File: src/rtl/bcd_pkg.sv
// rtl/bcd_pkg.sv - shared encodings and constants for the binary-to-BCD converter
package bcd_pkg;

  typedef enum logic {
    ST_IDLE  = 1'b0,
    ST_SHIFT = 1'b1
  } state_e;

  localparam int         BCD_DIGIT_W    = 4;
  localparam logic [3:0] ADD3_THRESHOLD = 4'd5;

  // True when DIGITS decimal digits can hold the largest WIDTH-bit value.
  function automatic bit digits_ok(input int width, input int digits);
    longint pow10;
    longint max_bin;
    pow10 = 1;
    for (int i = 0; i < digits; i++) pow10 = pow10 * 10;
    max_bin = (longint'(1) << width) - 1;
    return pow10 > max_bin;
  endfunction

endpackage

File: src/rtl/bcd_digit_adj.sv
// rtl/bcd_digit_adj.sv - add-3 correction for one BCD digit before each shift
module bcd_digit_adj
  import bcd_pkg::*;
(
  input  logic [BCD_DIGIT_W-1:0] digit_i,
  output logic [BCD_DIGIT_W-1:0] digit_o
);

  assign digit_o = (digit_i >= ADD3_THRESHOLD) ? digit_i + 4'd3 : digit_i;

endmodule

File: src/rtl/bin_2_bcd_seq.sv
// rtl/bin_2_bcd_seq.sv - sequential double-dabble converter, one input bit per clock
module bin_2_bcd_seq
  import bcd_pkg::*;
#(
  parameter int WIDTH  = 10,
  parameter int DIGITS = 4
) (
  input  logic                           clk,
  input  logic                           rst_n,
  input  logic                           start,
  input  logic [WIDTH-1:0]               bin,
  output logic                           busy,
  output logic                           done,
  output logic [BCD_DIGIT_W*DIGITS-1:0]  bcd
);

  localparam int SCR_W = BCD_DIGIT_W * DIGITS;
  localparam int CNT_W = $clog2(WIDTH + 1);
  localparam logic [CNT_W-1:0] LAST_CNT = CNT_W'(WIDTH - 1);

  if (!digits_ok(WIDTH, DIGITS)) begin : g_bad_digits
    $error("bin_2_bcd_seq: DIGITS too small for WIDTH");
  end

  state_e             state_q;
  logic               busy_q;
  logic               done_q;
  logic [CNT_W-1:0]   cnt_q;
  logic [WIDTH-1:0]   bin_q;
  logic [SCR_W-1:0]   scr_q;
  logic [SCR_W-1:0]   bcd_q;

  logic [SCR_W-1:0]   scr_adj;
  logic [SCR_W-1:0]   scr_d;
  logic [WIDTH-1:0]   bin_d;
  logic               unused_adj_msb;

  for (genvar g = 0; g < DIGITS; g++) begin : g_adj
    bcd_digit_adj u_adj (
      .digit_i (scr_q[g*BCD_DIGIT_W +: BCD_DIGIT_W]),
      .digit_o (scr_adj[g*BCD_DIGIT_W +: BCD_DIGIT_W])
    );
  end

  // The top scratch bit falls off the shift; the digit count guarantees it is zero.
  assign {scr_d, bin_d}  = {scr_adj[SCR_W-2:0], bin_q, 1'b0};
  assign unused_adj_msb  = scr_adj[SCR_W-1];

  always_ff @(posedge clk or negedge rst_n) begin
    if (!rst_n) begin
      state_q <= ST_IDLE;
      busy_q  <= 1'b0;
      done_q  <= 1'b0;
      cnt_q   <= '0;
      bin_q   <= '0;
      scr_q   <= '0;
      bcd_q   <= '0;
    end else begin
      done_q <= 1'b0;
      case (state_q)
        ST_IDLE: begin
          if (start) begin
            bin_q   <= bin;
            scr_q   <= '0;
            cnt_q   <= '0;
            busy_q  <= 1'b1;
            state_q <= ST_SHIFT;
          end
        end
        ST_SHIFT: begin
          scr_q <= scr_d;
          bin_q <= bin_d;
          cnt_q <= cnt_q + CNT_W'(1);
          if (cnt_q == LAST_CNT) begin
            bcd_q   <= scr_d;
            done_q  <= 1'b1;
            busy_q  <= 1'b0;
            state_q <= ST_IDLE;
          end
        end
        default: begin
          busy_q  <= 1'b0;
          state_q <= ST_IDLE;
        end
      endcase
    end
  end

  assign busy = busy_q;
  assign done = done_q;
  assign bcd  = bcd_q;

endmodule

File: config.mk
export PLATFORM = sky130hd
export DESIGN_NAME = bin_2_bcd_seq
export DESIGN_NICKNAME = d
export VERILOG_FILES = /design/src/rtl/bcd_pkg.sv /design/src/rtl/bcd_digit_adj.sv /design/src/rtl/bin_2_bcd_seq.sv
export SDC_FILE = /design/constraint.sdc
export NUM_CORES = 1
export LEC_CHECK = 0
export BUFFER_PORTS_ARGS = -buffer_cell sky130_fd_sc_hd__buf_2
export CAP_MARGIN = 20
export CORE_MARGIN = 5
export CORE_UTILIZATION = 57
export DETAILED_ROUTE_END_ITERATION = 8
export GPL_TIMING_DRIVEN = 1
export PLACE_DENSITY_LB_ADDON = 0.3
export SYNTH_ARGS = -nofsm -noshare
export SYNTH_HDL_FRONTEND = slang
export SYNTH_HIERARCHICAL = 1
export SYNTH_SLANG_ARGS = --single-unit
File: constraint.sdc
create_clock -name clk -period 1.85 [get_ports clk]
set_input_delay 0.185 -clock clk [delete_from_list [all_inputs] [get_ports clk]]
set_output_delay 0.185 -clock clk [all_outputs]
set_load 0.005 [all_outputs]
; ---- Yosys cells after proc, flatten, opt, wreduce, memory -nomap -nowiden
; Index checks and enable logic that the tools add are counted.
[totals]
reg_bits = 49
in_bits = 13
output_inout_bits = 18
elab_cells = 40
[op_classes]
addsub = 5
order_cmp = 4
eq_ne = 3
mux = 18
bitwise = 1
n_reduce_logical = 2
[ops]
columns = op, n
row1 = $pmux 16 s2, 1
row2 = $pmux 10 s2, 1
row3 = $ge 4x3->1 const B, 4
row4 = $mux 16, 1
row5 = $mux 4, 4
row6 = $add 4x2->4 const B, 3
row7 = $mux 10, 1
row8 = $pmux 4 s2, 1
row9 = $mux 1, 6
row10 = $add 4x1->4 const B, 1
row11 = $eq 4x4->1 const B, 1
row12 = $pmux 1 s2, 2
row13 = $reduce_and 2->1, 2
row14 = $add 3x2->3 const B, 1
row15 = $mux 3, 1
row16 = $ne 2x1->1 const B, 1
row17 = $ne 2x2->1 const B, 1
row18 = $not 1->1, 1

; ---- Longest topological paths before layout
[depth]
ltp_word = 3
depth_mapped = 6
mapped_depth_nobuf = 6

; ---- Cells and area by module
; The synthesis kept the hierarchy.
[modules_own_cells]
columns = module, instances, cells_per_inst, area_per_inst_um2, seq_area_each_um2
row1 = bin_2_bcd_seq, 1, 142, 1956.9, 1226.2
row2 = bcd_digit_adj, 4, 16, 101.3, 0.0

; ---- Worst setup path before layout
; OpenSTA, ideal clock, no wires.
[synth_timing]
path_type = register -> register
startpoint = register scr_q[8]
endpoint = register bcd_q[10], in the netlist bcd[10]
setup_time_ps = 125
t_arrival_ps = 1292
required_time_ps = 1725
setup_slack_ps = 433
stages_incl_launch_ff = 6
path_buffers = 0
synth_period_minus_slack_ps = 1417
cell_sequence = dfrtp_1 -> ha_1 -> nand2b_1 -> a21oi_2 -> mux2i_1 -> mux2_4
[synth_via]
elab_chain_len = 2
word_cells_on_any_way = 3
classes_between = add/sub (1) / order compare (1) / mux (1)
[synth_rtl]
columns = item, line
row1 = "start, declared", bin_2_bcd_seq.sv:30  ; logic [SCR_W-1:0] scr_q;
row2 = "start signal, assigned", bin_2_bcd_seq.sv:71  ; scr_q <= scr_d;
row3 = $add 4x2->4 or $ge 4x3->1 (tied branches), bcd_digit_adj.sv:9  ; assign digit_o = (digit_i >= ADD3_THRESHOLD) ? digit_i + 4'd3 : digit_i;
row4 = $mux 4 (*), bcd_digit_adj.sv:9
row5 = named net scr_adj[9], bin_2_bcd_seq.sv:33  ; logic [SCR_W-1:0] scr_adj;
row6 = "end signal, assigned", bin_2_bcd_seq.sv:75  ; bcd_q <= scr_d;
row7 = "end, declared", bin_2_bcd_seq.sv:31  ; logic [SCR_W-1:0] bcd_q;
; Mark *: on every way through the listed nets, which the timed path passes. The rest lies on a longest branch.
; A chain may end at the register's enable or synchronous reset.

; ---- Worst setup path after layout
[layout_timing]
startpoint = register cnt_q[1]
endpoint = register bcd_q[8], in the netlist bcd[8]
[layout_via]
elab_chain_len = 2
[layout_rtl]
columns = item, line
row1 = "start, declared", bin_2_bcd_seq.sv:28  ; logic [CNT_W-1:0] cnt_q;
row2 = "start signal, assigned", bin_2_bcd_seq.sv:73  ; cnt_q <= cnt_q + CNT_W'(1);
row3 = $eq 4x4->1, bin_2_bcd_seq.sv:74  ; if (cnt_q == LAST_CNT) begin
row4 = $reduce_and 2->1 (no source line), --
; Every way passes these cells.

==> results.json <==
{
  "hold_path.class": "in -> reg",
  "drt_iter0_markers": 115,
  "clkTransAtPathRegs_ns": 0.09,
  "power_density_nw_per_um2": 1810,
  "dp_hpwl_um": 2760,
  "crit_chain": "inv_1 > ha_1 > nand4b_4 > mux2_4",
  "gp_congestion": 0.765,
  "period_needed_ns": 1.60,
  "pwr-share-clk": 0.162,
  "ctsHtreeMaxLevel": 2,
  "finish.net_count": 259,
  "critPathLaunchType": "register",
  "max_slew_margin": 0.604,
  "syn_area_um2": 2340,
  "worst_pin_slew_ns": 0.594,
  "core_area_um2": 4000,
  "grt_max_degree": 50,
  "wl_per_cell_um": 14.1,
  "synth_area_per_cell_um2": 11.6,
  "clock_latency_ns": 0.30,
  "cts_buffer_depth": 2,
  "track_usage": 0.175,
  "internal_power_uw": 3130,
  "antenna_left": 0,
  "ir_drop_v": 0.000817,
  "cts_inserted_buffers": 5,
  "grt-ovfl-total": 0,
  "ys_warn_count": 6,
  "grt_pass1_wl_um": 7360,
  "initial_utilization": 0.586,
  "vias": 1541,
  "cts_tree": "built",
  "antenna_found_initial": 0,
  "fmax_ghz": 0.626,
  "hold_viol": 0,
  "first_global_vias": 1608,
  "switchingPower_uw": 1700,
  "cts_num_sinks": 49,
  "drcViolationCount": 0,
  "routed_wl_um": 4060,
  "max_cap_viol_count": 0,
  "insertedDiodeCount": 0,
  "drive_gt1_frac": 0.266,
  "cp_data_required_time_ns": 2.04,
  "viasPerCell": 5.37,
  "slowest_stage": "mux2_4",
  "swShare": 0.352,
  "synth_nets": 225,
  "netlist_instances": 202,
  "cts_resized": 0,
  "outcome": "complete, no violations",
  "die_x_um": 74.1,
  "root_buffer": "clkbuf_8",
  "die_area_um2": 5490,
  "placementRows": 23,
  "tns_ns": 0,
  "period_share": 0.863,
  "drv_slew": 0,
  "dr.pass1.iters": 4,
  "die_h_um": 74.1,
  "rsz0062_at_grt": "no",
  "portBuffers": 30,
  "power_leakage_uw": 0.00137,
  "p_comb_frac": 0.437,
  "crit_type": "reg -> reg",
  "syn_to_final_growth_pct": 13.9,
  "slowest_delay_ns": 0.42,
  "finalSetupViolCount": 0,
  "skew_ns": 0.00501,
  "sequentialPowerShare": 0.401,
  "num_io_pins": 31,
  "critPathMaxFanout": 17,
  "utilization": 0.667,
  "critical_path_arrival_ns": 1.78,
  "end_kind": "register"
}
==> critical path, delay by kind of cell (launching register included) <==
family / cells / cell delay, ns
DFF: 1 / 0.41
adders and majority gates: 1 / 0.21
and+or+nand+nor: 1 / 0.36
buffers and inverters: 1 / 0.07
muxes: 1 / 0.42
==> repair_timing <==
action | CTS | global route
buffers inserted | 0 | 0
hold buffers | 1 | 0
endpoints found under the hold margin | 47 | 0
==> worst paths after layout <==
check / start / end / slack [ns] / depth (start not counted)
hold / removal: bin[0] / bin_q[0] / 0.15 / 3
max in group asynchronous: rst_n / scr_q[6] / 0.95 / 3
min in group asynchronous: rst_n / bcd[11] / 0.50 / 3
setup / recovery: cnt_q[1] / bcd[8] / 0.25 / 4
setup reg to reg: cnt_q[1] / bcd[8] / 0.25 / 4
hold reg to reg: bin_q[5] / bin_q[6] / 0.48 / 2
==> layout make-up <==
class,count,area [µm²]
fill,307,1330
sequential,49,1230
multi-input combinational,133,1020
timing repair buffer,36,198
clock buffer,7,86.3
tap,50,62.6
inverter,11,41.3
clock inverter,1,30.0
==> power groups by stage <==
stage | clock, µW | combinational (µW) | sequential [µW]
CTS | 805 | 2150 | 1940
global route | 852 | 2390 | 2010
finish | 782 | 2110 | 1940
global placement | 0 | 2050 | 1940
detailed placement | 0 | 2140 | 1950
floorplan | 0 | 1620 | 1900
==> placed cells by master, fill, tap and decap left out, types with 6 or more instances in the layout <==
cell type,n
ha_1,10
inv_1,11
mux2_4,9
nand2_1,29
buf_2,30
mux2i_1,14
nor2_1,8
clkbuf_8,6
dfrtp_1,49
nand2b_1,7
o21ai_0,16
mux2_2,7
a22o_1,16
==> stage by stage <==
| step | instances | instance area [µm²] | hold WS [ns] | total power [µW] | setup slack [ns] |
|---|---|---|---|---|---|
| 2_1_floorplan | 202 | 2340 | -0.111 | 3510 | 0.433 |
| 3_3_place_gp | 278 | 2540 | 0.325 | 3990 | 0.303 |
| 3_5_place_dp | 278 | 2540 | 0.322 | 4080 | 0.246 |
| 4_1_cts | 287 | 2670 | 0.146 | 4890 | 0.226 |
| 5_1_grt | 287 | 2670 | 0.179 | 5260 | 0.139 |
| 6_report | 287 | 2670 | 0.149 | 4830 | 0.253 |
==> routing by layer <==
| metal | GRT usage | routed length, µm | vias to the layer above |
|---|---|---|---|
| met4 | 0.0604 | 58 | 0 |
| met2 | 0.282 | 1890 | 25 |
| met1 | 0.223 | 1910 | 750 |
| li1 | - | - | 760 |
| met3 | 0.0554 | 188 | 6 |
| met5 | 0 | 0 | - |
==> sequential cells by signal (all words and copies together) (netlist names) <==
register,count
bcd,16
bin_q,10
busy,1
cnt_q,4
done,1
scr_q,16
state_q,1
Power figures use the tool's default switching activity.
